**config.mk**
```make
export PLATFORM = sky130hd
export DESIGN_NAME = uart_rx_core
export DESIGN_NICKNAME = d
export VERILOG_FILES = /design/src/rtl/uart_rx_core.sv
export SDC_FILE = /design/constraint.sdc
export NUM_CORES = 1
export LEC_CHECK = 0
export ABC_AREA = 1
export CAP_MARGIN = 20
export CORE_ASPECT_RATIO = 1.1
export CORE_MARGIN = 2
export CORE_UTILIZATION = 40
export CTS_CLUSTER_DIAMETER = 100
export DETAILED_ROUTE_END_ITERATION = 12
export HOLD_SLACK_MARGIN = 0.1
export PLACE_DENSITY = 0.66
export SYNTH_ARGS = -nofsm -noshare
export SYNTH_HDL_FRONTEND = slang
export SYNTH_SLANG_ARGS = --single-unit
```
**constraint.sdc**
```tcl
create_clock -name clk -period 1.4 [get_ports clk]
set_input_delay 0.28 -clock clk [delete_from_list [all_inputs] [get_ports clk]]
set_output_delay 0.28 -clock clk [all_outputs]
set_load 0.02 [all_outputs]
```
**src/rtl/uart_rx_core.sv**
```systemverilog
// uart_rx_core: oversampling UART receiver for the SoC UART RX path.
// Frames start / 8 data (LSB first) / [parity] / stop. Each byte goes into
// a valid/ack holding register. Frame and overrun status are reported as
// single-cycle pulses.
// Build option: define UART_RX_PARITY_EN to add a parity bit before the stop
// bit. PARITY_ODD selects its sense. Without the macro, parity_err is tied to 0.
module uart_rx_core #(
  parameter int OVERSAMPLE = 16,
  parameter int PARITY_ODD = 0
) (
  input  logic        clk,
  input  logic        reset,
  input  logic [15:0] clk_div,
  input  logic        uart_rx,
  output logic [7:0]  rx_data,
  output logic        rx_valid,
  input  logic        rx_ack,
  output logic        frame_err,
  output logic        overrun,
  output logic        parity_err,
  output logic        busy
);

  // Tick counter width covers OVERSAMPLE up to 32.
  localparam int TW = 6;
  localparam logic [TW-1:0] HALF_M1 = TW'(OVERSAMPLE / 2 - 1);
  localparam logic [TW-1:0] FULL_M1 = TW'(OVERSAMPLE - 1);

  // Reject parameter values the tick arithmetic cannot represent.
  if (OVERSAMPLE < 8 || OVERSAMPLE > 32 || (OVERSAMPLE % 2) != 0 ||
      PARITY_ODD < 0 || PARITY_ODD > 1) begin : g_param_check
    $error("uart_rx_core: OVERSAMPLE must be even in 8..32, PARITY_ODD 0 or 1");
  end

  typedef enum logic [2:0] {
    S_IDLE   = 3'd0,
    S_START  = 3'd1,
    S_DATA   = 3'd2,
    S_PARITY = 3'd3,
    S_STOP   = 3'd4
  } state_t;

  state_t          state_q, state_d;

  // Synchronizer and edge-detect history. These idle high, like the line.
  logic            rx_meta_q, rxs_q, rx_prev_q;

  // Oversample tick generation and position within the current bit.
  logic [15:0]     cnt_q, cnt_d;
  logic            tick;
  logic [TW-1:0]   tcnt_q, tcnt_d;

  // Data assembly.
  logic [2:0]      bit_q, bit_d;
  logic [7:0]      shift_q, shift_d;
  logic            dlv_q, dlv_d;

  // Holding register and status pulses.
  logic [7:0]      rx_data_q, rx_data_d;
  logic            rx_valid_q, rx_valid_d;
  logic            frame_err_q, frame_err_d;
  logic            overrun_q, overrun_d;

`ifdef UART_RX_PARITY_EN
  localparam logic PAR_SENSE = (PARITY_ODD != 0);
  logic            par_mis_q, par_mis_d;
  logic            parity_err_q, parity_err_d;
`endif

  // Decoded strobes produced by the output process.
  logic            start_det;
  logic            samp;

  assign tick = (cnt_q == clk_div);

  // Synchronize the asynchronous line and keep the previous sample for edge detection.
  always_ff @(posedge clk) begin
    if (reset) begin
      rx_meta_q <= 1'b1;
      rxs_q     <= 1'b1;
      rx_prev_q <= 1'b1;
    end else begin
      rx_meta_q <= uart_rx;
      rxs_q     <= rx_meta_q;
      rx_prev_q <= rxs_q;
    end
  end

  // FSM state register.
  always_ff @(posedge clk) begin
    if (reset) begin
      state_q <= S_IDLE;
    end else begin
      state_q <= state_d;
    end
  end

  // FSM next-state logic.
  always_comb begin
    state_d = state_q;
    case (state_q)
      S_IDLE: begin
        if (start_det) state_d = S_START;
      end
      S_START: begin
        // A high line at mid start bit was a glitch, not a frame.
        if (samp) state_d = rxs_q ? S_IDLE : S_DATA;
      end
      S_DATA: begin
        if (samp && bit_q == 3'd7) begin
`ifdef UART_RX_PARITY_EN
          state_d = S_PARITY;
`else
          state_d = S_STOP;
`endif
        end
      end
      S_PARITY: begin
        if (samp) state_d = S_STOP;
      end
      S_STOP: begin
        if (samp) state_d = S_IDLE;
      end
      default: state_d = S_IDLE;
    endcase
  end

  // FSM outputs: busy flag, start-edge detect and the mid-bit sample strobe.
  always_comb begin
    busy      = (state_q != S_IDLE);
    // Only a real 1->0 transition starts a frame. A line held low (break)
    // cannot restart until it has been seen high again.
    start_det = (state_q == S_IDLE) && rx_prev_q && !rxs_q;
    samp      = 1'b0;
    case (state_q)
      S_START:                  samp = tick && (tcnt_q == HALF_M1);
      S_DATA, S_PARITY, S_STOP: samp = tick && (tcnt_q == FULL_M1);
      default:                  samp = 1'b0;
    endcase
  end

  // Datapath next-state: tick counters, shifter, delivery and status pulses.
  always_comb begin
    // Divider realigns to the start edge so the sample points are centred.
    if (start_det || tick) cnt_d = 16'd0;
    else                   cnt_d = cnt_q + 16'd1;

    tcnt_d = tcnt_q;
    if (state_q == S_IDLE)  tcnt_d = '0;
    else if (samp)          tcnt_d = '0;
    else if (tick)          tcnt_d = tcnt_q + 6'd1;

    bit_d   = bit_q;
    shift_d = shift_q;
    if (start_det) begin
      bit_d = 3'd0;
    end else if (state_q == S_DATA && samp) begin
      bit_d   = bit_q + 3'd1;
      shift_d = {rxs_q, shift_q[7:1]};
    end

`ifdef UART_RX_PARITY_EN
    par_mis_d = par_mis_q;
    if (start_det)                        par_mis_d = 1'b0;
    else if (state_q == S_PARITY && samp) par_mis_d = rxs_q ^ (^shift_q) ^ PAR_SENSE;
`endif

    // A good stop bit schedules delivery for the next cycle. A bad one
    // discards the byte and reports a framing error instead.
    dlv_d       = (state_q == S_STOP) && samp && rxs_q;
    frame_err_d = (state_q == S_STOP) && samp && !rxs_q;

    rx_data_d  = rx_data_q;
    rx_valid_d = rx_valid_q;
    overrun_d  = 1'b0;
`ifdef UART_RX_PARITY_EN
    parity_err_d = 1'b0;
`endif
    if (rx_ack) rx_valid_d = 1'b0;
    if (dlv_q) begin
      if (!rx_valid_q || rx_ack) begin
        rx_data_d  = shift_q;
        rx_valid_d = 1'b1;
`ifdef UART_RX_PARITY_EN
        parity_err_d = par_mis_q;
`endif
      end else begin
        // The consumer still holds the previous byte, so the new one is dropped.
        overrun_d = 1'b1;
      end
    end
  end

  // Datapath registers. Reset clears everything, including the held byte.
  always_ff @(posedge clk) begin
    if (reset) begin
      cnt_q        <= 16'd0;
      tcnt_q       <= '0;
      bit_q        <= 3'd0;
      shift_q      <= 8'd0;
      dlv_q        <= 1'b0;
      rx_data_q    <= 8'd0;
      rx_valid_q   <= 1'b0;
      frame_err_q  <= 1'b0;
      overrun_q    <= 1'b0;
`ifdef UART_RX_PARITY_EN
      par_mis_q    <= 1'b0;
      parity_err_q <= 1'b0;
`endif
    end else begin
      cnt_q        <= cnt_d;
      tcnt_q       <= tcnt_d;
      bit_q        <= bit_d;
      shift_q      <= shift_d;
      dlv_q        <= dlv_d;
      rx_data_q    <= rx_data_d;
      rx_valid_q   <= rx_valid_d;
      frame_err_q  <= frame_err_d;
      overrun_q    <= overrun_d;
`ifdef UART_RX_PARITY_EN
      par_mis_q    <= par_mis_d;
      parity_err_q <= parity_err_d;
`endif
    end
  end

  assign rx_data   = rx_data_q;
  assign rx_valid  = rx_valid_q;
  assign frame_err = frame_err_q;
  assign overrun   = overrun_q;
`ifdef UART_RX_PARITY_EN
  assign parity_err = parity_err_q;
`else
  assign parity_err = 1'b0;
`endif

endmodule
```
* Word-level counts from Yosys, hierarchy flattened *
Index checks and enable logic that the tools add are counted.

operators by class
  multiplexer cells = 12
  add/subtract/negate cells = 3
  div/mod/pow operators = 0
  reductions and logical operators = 23
  order comparisons = 0
  shifts and indexed selects = 0
  multiply operators = 0
  bitwise logic cells = 2
  equality and inequality tests = 13

operator list
  cell                                                                   number
  16-bit by 1-bit adder with 16-bit output, second input constant        1
  16-bit equality test                                                   1
  3-bit 2-to-1 mux                                                       5
  3-bit case mux with 5 select lines                                     1
  2-bit inequality test, second input constant                           5
  1-bit logical AND                                                      9
  6-bit by 1-bit adder with 6-bit output, second input constant          1
  3-bit by 2-bit equality test with 1-bit output, second input constant  2
  3-bit equality test, second input constant                             2
  6-bit by 3-bit equality test with 1-bit output, second input constant  1
  6-bit by 4-bit equality test with 1-bit output, second input constant  1
  2-bit OR reduction                                                     3
  3-bit OR reduction                                                     2
  5-bit AND reduction                                                    1
  1-bit 2-to-1 mux                                                       4
  2-bit AND reduction                                                    2
  3-bit by 1-bit adder with 3-bit output, second input constant          1
  3-bit by 1-bit equality test with 1-bit output, second input constant  1
  3-bit logical NOT                                                      1
  3-bit nonzero test                                                     1
  1-bit logical NOT                                                      2
  1-bit logical OR                                                       2
  2-bit 2-to-1 mux                                                       1
  1-bit NOT                                                              2
  1-bit case mux with 2 select lines                                     1

storage, ports and cells
  bits in latches = 0
  memory bits (read-only) = 0
  word-level logic and storage cells = 66
  memories kept = 0
  output and inout bits = 13
  input port bits = 20
  bits in registers = 51
  memory bits (writable) = 0

* Depth between registers and ports, before layout *
Gate-level depths: netlist (run 1).

  depth after elaboration = 6
  mapped depth = 12
  gate-level depth less buffers = 12

* Least setup slack after synthesis (run 1) *
OpenSTA, ideal clock, no wires.

  kind = register to register
  start point = register cnt_q[0]
  end point = register cnt_q[14]
  path buffers = 0
  cell stages (with the launch flop) = 11
  arrival time = 1433 ps
  setup time = 113 ps
  setup slack = -145 ps
  clock period less this slack = 1545 ps
  data required time = 1287 ps
  cells stage by stage = dfxtp_1 > ha_1 > nand2_1 > nor3_1 > nand2_1 > nor2_1 > nand2_1 > nor3_1 > nand2_1 > nor2_1 > nor2_1

on the way
  cells in the longest elaborated chain, start to end = 3
  elaborated cells between the ends (all ways) = 4
  classes of those cells = add/sub (1); eq/ne (1); reduce/logical (2)

RTL lines
  what                                                                                              line  text
  from (decl)                                                                                       49    logic [15:0] cnt_q, cnt_d;
  from (signal assigned)                                                                            211   cnt_q <= cnt_d;
  parallel branches: the longest is 3 deep, another holds 16-bit by 1-bit adder with 16-bit output  -

Parallel ways; which one is timed is not known.
A chain may end at the register's enable or synchronous reset.

* Worst setup path after layout (run 1) *
  start point = register cnt_q[1]
  end point = register tcnt_q[4]

on the way
  cells in the longest elaborated chain, start to end = 4
  elaborated cells between the ends (all ways) = 5
  classes of those cells = eq/ne (1); mux (1); reduce/logical (3)

RTL lines
  what                                  line      text
  16-bit equality test *                74        assign tick = (cnt_q == clk_div);
  1-bit logical AND (on tied branches)  137, 136
  1-bit case mux with 2 select lines    135       case (state_q)
  3-bit OR reduction (no line)          -
  to (signal assigned)                  212       tcnt_q <= tcnt_d;
  to (decl)                             51        logic [TW-1:0] tcnt_q, tcnt_d;

Every way passes the cells marked *; elsewhere a longest branch is shown, timed or not.

==> reports/qor.txt, run 1 <==
Number of endpoints failing setup at the final stage: 38
Post-detailed-routing wire length: 5370 um
Detail-routed net length per standard cell: 10.0 um
Inserted Clock Buffers: 5
Commonest cells after routing, fill and taps aside: sky130_fd_sc_hd__nand2_1, sky130_fd_sc_hd__nor2_1, sky130_fd_sc_hd__buf_4
Number of nets in the finished design: 481
Static leakage: 0.00171 uW
Data arrival time of the critical path: 1810 ps
Fraction of layout cells with a size suffix above 1: 0.312
Antenna violations before repair: 0
Die boundary width: 77.6 um
CORE AREA: 5770 um^2
Post-route worst hold slack: 423 ps
Global-route wire length before repair: 9310 um
Fin crit share: 1.14
Critical path capture point type: register
Yosys reg bits: 51
Mean number of vias per cell: 4.43
Number of cells produced by synthesis: 360
Largest buffer count on any clock path: 2
Most common cell after layout, fill and taps aside: sky130_fd_sc_hd__nand2_1
Worst-case clock skew: 5.44 ps
DIE AREA: 6600 um^2
Total nets after synthesis: 384
Highest attainable clock frequency: 626 MHz
Unique masters post-synth: 26
Clk slew on worst S/H paths: 90 ps
I/O pins: 33
Instance count after placement with tap cells included: 516
Synthesis-to-layout area growth: 49.1%
RSZ-0062 raised after global routing: true
Cell area after technology mapping: 2380 um^2
Level count of the clock H-tree: 2
Min cycle time layout: 1600 ps
Iteration-0 DRC Markers: 69
Number of sinks on the clock net: 51
Final Max Slew Viols: 0
Portion of the post-synthesis area used by sequential elements: 0.428
Violations in the final reports: setup timing
# hold bufs at CTS: 0
Max-capacitance violation count: 0
TritonCTS clock tree: yes
Synth warn: 0
Number of vias after detailed routing: 2,370
Crit start category: register
Count of endpoints failing hold in the final timing report: 0
Remaining routing DRC violations: 0
Run status: finished with violations
Die Y-Extent: 85.0 um
Final Worst Setup Slack: -198 ps
HPWL Detailed: 3670 um
Starting Density: 0.413
CP required: 1610 ps
Critical Setup Path Class: register to register
Antenna diode count: 0
Maximum vdd drop: 539 uV
Number of standard cells in the final layout excluding fillers: 535
Worst-path fanout max: 5
Root Buffer: sky130_fd_sc_hd__clkbuf_8
Count of input and output buffers: 31
Routability cong.: 0.819
Number of global-route vias before repair: 2,275
Detail Route Antenna Nets: 0
Iteration count of the initial detailed-routing pass: 4
FP Rows: 29
Path category of the worst min-delay check: register to register
Maximum number of pins on one net before global-route repair: 20
All-layer global routing usage: 0.171
Later-pin clock latency in the skew report: 310 ps
Total overflow reported by the global router: 0
Post-Synthesis Mean Instance Area: 6.62 um^2
Power density normalized to cell area: 942 nW/um^2
-- synth_stat cells, drive strengths merged --
library cell / number / area share
nand2: 93 / 0.15
nor2: 84 / 0.14
dfxtp: 51 / 0.43
inv: 51 / 0.080
o21ai: 21 / 0.044
nand3: 14 / 0.031
a21oi: 11 / 0.023
nor3: 11 / 0.025
xor2: 5 / 0.018
buf: 4 / 0.013
ha: 4 / 0.021
nor3b: 3 / 0.0094
or2: 3 / 0.0079
a211oi: 1 / 0.0031
a31oi: 1 / 0.0026
clkbuf: 1 / 0.0016
conb: 1 / 0.0016
nand3b: 1 / 0.0031
-- kinds of logic (layout without fill, tap and decap cells) --
kind of cell / count (synthesis) / count (layout) / share of synthesized area
buf+inv: 56 / 154 / 0.0950
xor+xnor: 5 / 5 / 0.0184
fa+ha+maj: 4 / 4 / 0.0210
other cells: 1 / 1 / 0.00157
flops: 51 / 51 / 0.428
simple gates: 209 / 209 / 0.363
compound gates: 34 / 34 / 0.0729
-- flip-flops by register name (all words and copies together) (netlist names) --
name and count:
bit_q 3, tcnt_q 6, frame_err 1, rx_data 8, state_q 3, overrun 1, rxs_q 1, dlv_q 1
rx_meta_q 1, shift_q 8, cnt_q 16, rx_prev_q 1, rx_valid 1
-- metal layers --
layer / track usage / wire length [um] / vias to the layer above
met2: 0.320 / 2790 / 33
li1: - / - / 1292
met5: 0 / 0 / -
met1: 0.194 / 2380 / 1039
met4: 0.0471 / 58 / 0
met3: 0.0372 / 139 / 6
-- stage by stage --
stage	power [uW]	setup slack, ps	setup TNS, ps	utilization	cell area (um^2)
2_1_floorplan	1850	-61.1	-908	-	2410
3_3_place_gp	2090	-584	-19230	0.552	3180
3_5_place_dp	2100	-655	-20960	0.552	3180
4_1_cts	3340	-180	-3190	0.600	3460
5_1_grt	3520	-338	-8330	0.616	3560
6_report	3350	-198	-3450	0.616	3560
-- final timing paths --
| kind | from | end | slack, ps | cells after the start |
|---|---|---|---|---|
| worst max-delay path | cnt_q[1] | tcnt_q[4] | -200 | 12 |
| worst max register to register | cnt_q[1] | tcnt_q[4] | -200 | 12 |
| worst min-delay path | rx_meta_q | rxs_q | 420 | 1 |
| worst min register to register | rx_meta_q | rxs_q | 420 | 1 |
-- area by class of cell --
class | count | area, um^2
clock buffer | 5 | 68.8
clock inverter | 3 | 67.6
fill | 526 | 2210
inverter | 51 | 191
multi-input combinational | 253 | 1320
sequential | 51 | 1040
tap | 77 | 96.3
timing repair buffer | 95 | 763
-- worst max-delay path, cell delays in order (launching register included) --
cell and delay (ps):
sky130_fd_sc_hd__dfxtp_2 370, sky130_fd_sc_hd__nand2_1 50, sky130_fd_sc_hd__inv_1 50, sky130_fd_sc_hd__nor2_1 30, sky130_fd_sc_hd__nor2_1 110, sky130_fd_sc_hd__nand2_1 120
sky130_fd_sc_hd__nor2_4 160, sky130_fd_sc_hd__nand2_2 90, sky130_fd_sc_hd__buf_6 140, sky130_fd_sc_hd__nor3_4 220, sky130_fd_sc_hd__nand2_1 70, sky130_fd_sc_hd__nand2_1 50
sky130_fd_sc_hd__nor2_1 40
-- timing repair --
action,in CTS,in global routing
endpoints found under the setup margin,50,39
gates resized for setup,74,29
buffers inserted,7,4
pin swaps,27,5
-- where the power goes --
group	switching, uW	internal (uW)	leakage [uW]
sequential	36.8	1490	0.000420
clock	506	713	0.0000644
combinational	347	260	0.00123
total	890	2460	0.00171
Note: power is estimated with default switching activity, not from simulation.
==> inputs of run 2 (changes only) <==
CTS_CLUSTER_DIAMETER = not set   (was 100)
==> results of run 2 <==
Same layout as run 1: the final DEF is identical, and so are final timing and power.
==> inputs of run 3 (changes only) <==
RECOVER_POWER = 50   (was not set)
==> reports/qor.txt, run 3 (synthesis gave the netlist of run 1 again) <==
Die boundary width: 77.6 um (unchanged)
Standard cell area after detailed placement: 3180 um^2 (unchanged)
Core occupancy in the finished layout: 0.615 (-0.00130)
CP required: 1610 ps (about the same)
Hold-critical path endpoint: rxs_q
Sequential cell fraction of total power: 0.456 (about the same)
All-layer global routing usage: 0.171 (unchanged)
Later-pin clock latency in the skew report: 310 ps (about the same)
Starting Density: 0.413 (unchanged)
Register name with the most flops: cnt_q
Multi-input gate area: 1320 um^2 (unchanged)
Number of nets in the finished design: 481 (unchanged)
Number of global-route vias before repair: 2,275 (unchanged)
Combinational share of power: 0.180 (about the same)
Maximum vdd drop: 536 uV (-0.45%)
Worst reg2reg path depth: 12 (unchanged)
Iteration-0 DRC Markers: 67 (-2.9%)
Number of sinks on the clock net: 51 (unchanged)
Number of fill cells in the layout: 528 (+0.38%)
Highest attainable clock frequency: 626 MHz (about the same)
Critical path capture point type: register
Fraction of layout cells with a size suffix above 1: 0.308 (-0.00437)
FP Rows: 29 (unchanged)
RR Endpoint: tcnt_q[4]
Synthesis-to-layout area growth: 48.8%
Path category of the worst min-delay check: register to register
Crit start category: register
Reg-to-reg startpoint: cnt_q[1]
Routability cong.: 0.819 (unchanged)
RSZ-0062 raised after global routing: true
Post-detailed-routing wire length: 5350 um (-0.32%)
Max-capacitance violation count: 0 (unchanged)
Root Buffer: sky130_fd_sc_hd__clkbuf_8
TritonCTS clock tree: yes
Hold Crit Start: rx_meta_q
Count of input and output buffers: 31 (unchanged)
Fraction of power spent switching nets: 0.265 (about the same)
Data arrival time of the critical path: 1810 ps (about the same)
Worst-case clock skew: 5.47 ps (+0.0346 ps)
Largest buffer count on any clock path: 2 (unchanged)
Most common cell after layout, fill and taps aside: sky130_fd_sc_hd__nand2_1
Remaining routing DRC violations: 0 (unchanged)
Iteration count of the initial detailed-routing pass: 4 (unchanged)
Cell depth of the worst min-delay path: 1 (unchanged)
Clock group share of total power: 0.364 (about the same)
Number of endpoints failing setup at the final stage: 38 (unchanged)
Seq. cell area: 1040 um^2 (unchanged)
CORE AREA: 5770 um^2 (unchanged)
Antenna violations before repair: 0 (unchanged)
Mean number of vias per cell: 4.42 (-0.21%)
Detail-routed net length per standard cell: 10.0 um (-0.32%)
HPWL Detailed: 3670 um (unchanged)
Detail Route Antenna Nets: 0 (unchanged)
Crit path launch: cnt_q[1]
Min cycle time layout: 1600 ps (-0.241 ps)
Static leakage: 0.00171 uW (-0.38%)
DIE AREA: 6600 um^2 (unchanged)
Global-route wire length before repair: 9310 um (unchanged)
Final Max Slew Viols: 0 (unchanged)
I/O pins: 33 (unchanged)
Number of vias after detailed routing: 2,365 (-0.21%)
Die Y-Extent: 85.0 um (unchanged)
Reported net switching power: 887 uW (-0.28%)
Overall power of the completed layout: 3340 uW (-0.18%)
Worst-path fanout max: 5 (unchanged)
P_int: 2460 uW (-0.15%)
Commonest cells after routing, fill and taps aside: sky130_fd_sc_hd__nand2_1, sky130_fd_sc_hd__nor2_1, sky130_fd_sc_hd__buf_4
Flop-to-flop setup slack: -200 ps (about the same)
Fin crit share: 1.14 (about the same)
Critical Setup Path Class: register to register
Count of endpoints failing hold in the final timing report: 0 (unchanged)
Clk slew on worst S/H paths: 90 ps (about the same)
Final Worst Setup Slack: -198 ps (+0.241 ps)
Total overflow reported by the global router: 0 (unchanged)
Number of flip-flops in the largest register: 16 (unchanged)
Inserted Clock Buffers: 5 (unchanged)
Run status: finished with violations
Power density normalized to cell area: 943 nW/um^2 (about the same)
Post-route cell area: 3550 um^2 (-0.21%)
Violations in the final reports: setup timing
Antenna diode count: 0 (unchanged)
Level count of the clock H-tree: 2 (unchanged)
Maximum number of pins on one net before global-route repair: 20 (unchanged)
==> run 3: worst max-delay path, stage by stage (launching register included) <==
cell	delay (ps)
sky130_fd_sc_hd__dfxtp_2	370
sky130_fd_sc_hd__nand2_1	50
sky130_fd_sc_hd__inv_1	50
sky130_fd_sc_hd__nor2_1	30
sky130_fd_sc_hd__nor2_1	110
sky130_fd_sc_hd__nand2_1	120
sky130_fd_sc_hd__nor2_4	160
sky130_fd_sc_hd__nand2_2	90
sky130_fd_sc_hd__buf_6	140
sky130_fd_sc_hd__nor3_4	220
sky130_fd_sc_hd__nand2_1	70
sky130_fd_sc_hd__nand2_1	50
sky130_fd_sc_hd__nor2_1	40
==> run 3: per-stage QoR <==
step	cells	TNS (ps)	worst slack [ps]	hold WS [ps]
6_report	535	-3430	-198	423
5_1_grt	535	-8330	-338	460
4_1_cts	531	-3190	-180	424
3_5_place_dp	516	-20960	-655	397
3_3_place_gp	516	-19230	-584	401
2_1_floorplan	360	-908	-61.1	349
==> run 3: power groups by stage <==
stage	registers [uW]	logic, uW	clock network (uW)
after floorplan	1540	303	0
after global placement	1550	539	0
after detailed placement	1550	548	0
after CTS	1520	578	1240
after global routing	1530	679	1300
final	1520	602	1220
==> run 3: timing repair <==
| item | CTS | global route |
|---|---|---|
| gates resized for setup | 74 | 29 |
| setup endpoints to repair | 50 | 39 |
| buffers inserted | 7 | 4 |
| pin swaps | 27 | 5 |
| hold buffers | 0 | 0 |
==> run 3: worst max path at each step <==
stage / endpoint / slack, ps / cells after the start
floorplan: bit_q[0] / -60 / 11
global placement: tcnt_q[4] / -580 / 13
detailed placement: shift_q[2] / -660 / 12
CTS: tcnt_q[4] / -180 / 12
global route: cnt_q[14] / -340 / 11
finish: tcnt_q[4] / -200 / 12
==> run 3: per-layer routing <==
layer / share of wire / track usage
met5: 0 / 0
met2: 0.52 / 0.320
met1: 0.44 / 0.194
met3: 0.029 / 0.0372
met4: 0.011 / 0.0471
==> run 3: area by class of cell <==
cell class              count  share of cell area
flip-flops and latches     51               0.294
repair buffers             95               0.213
well taps                  77              0.0272
clock inverters             3              0.0190
inverters                  51              0.0539
clock buffers               5              0.0194
multi-input cells         253               0.373
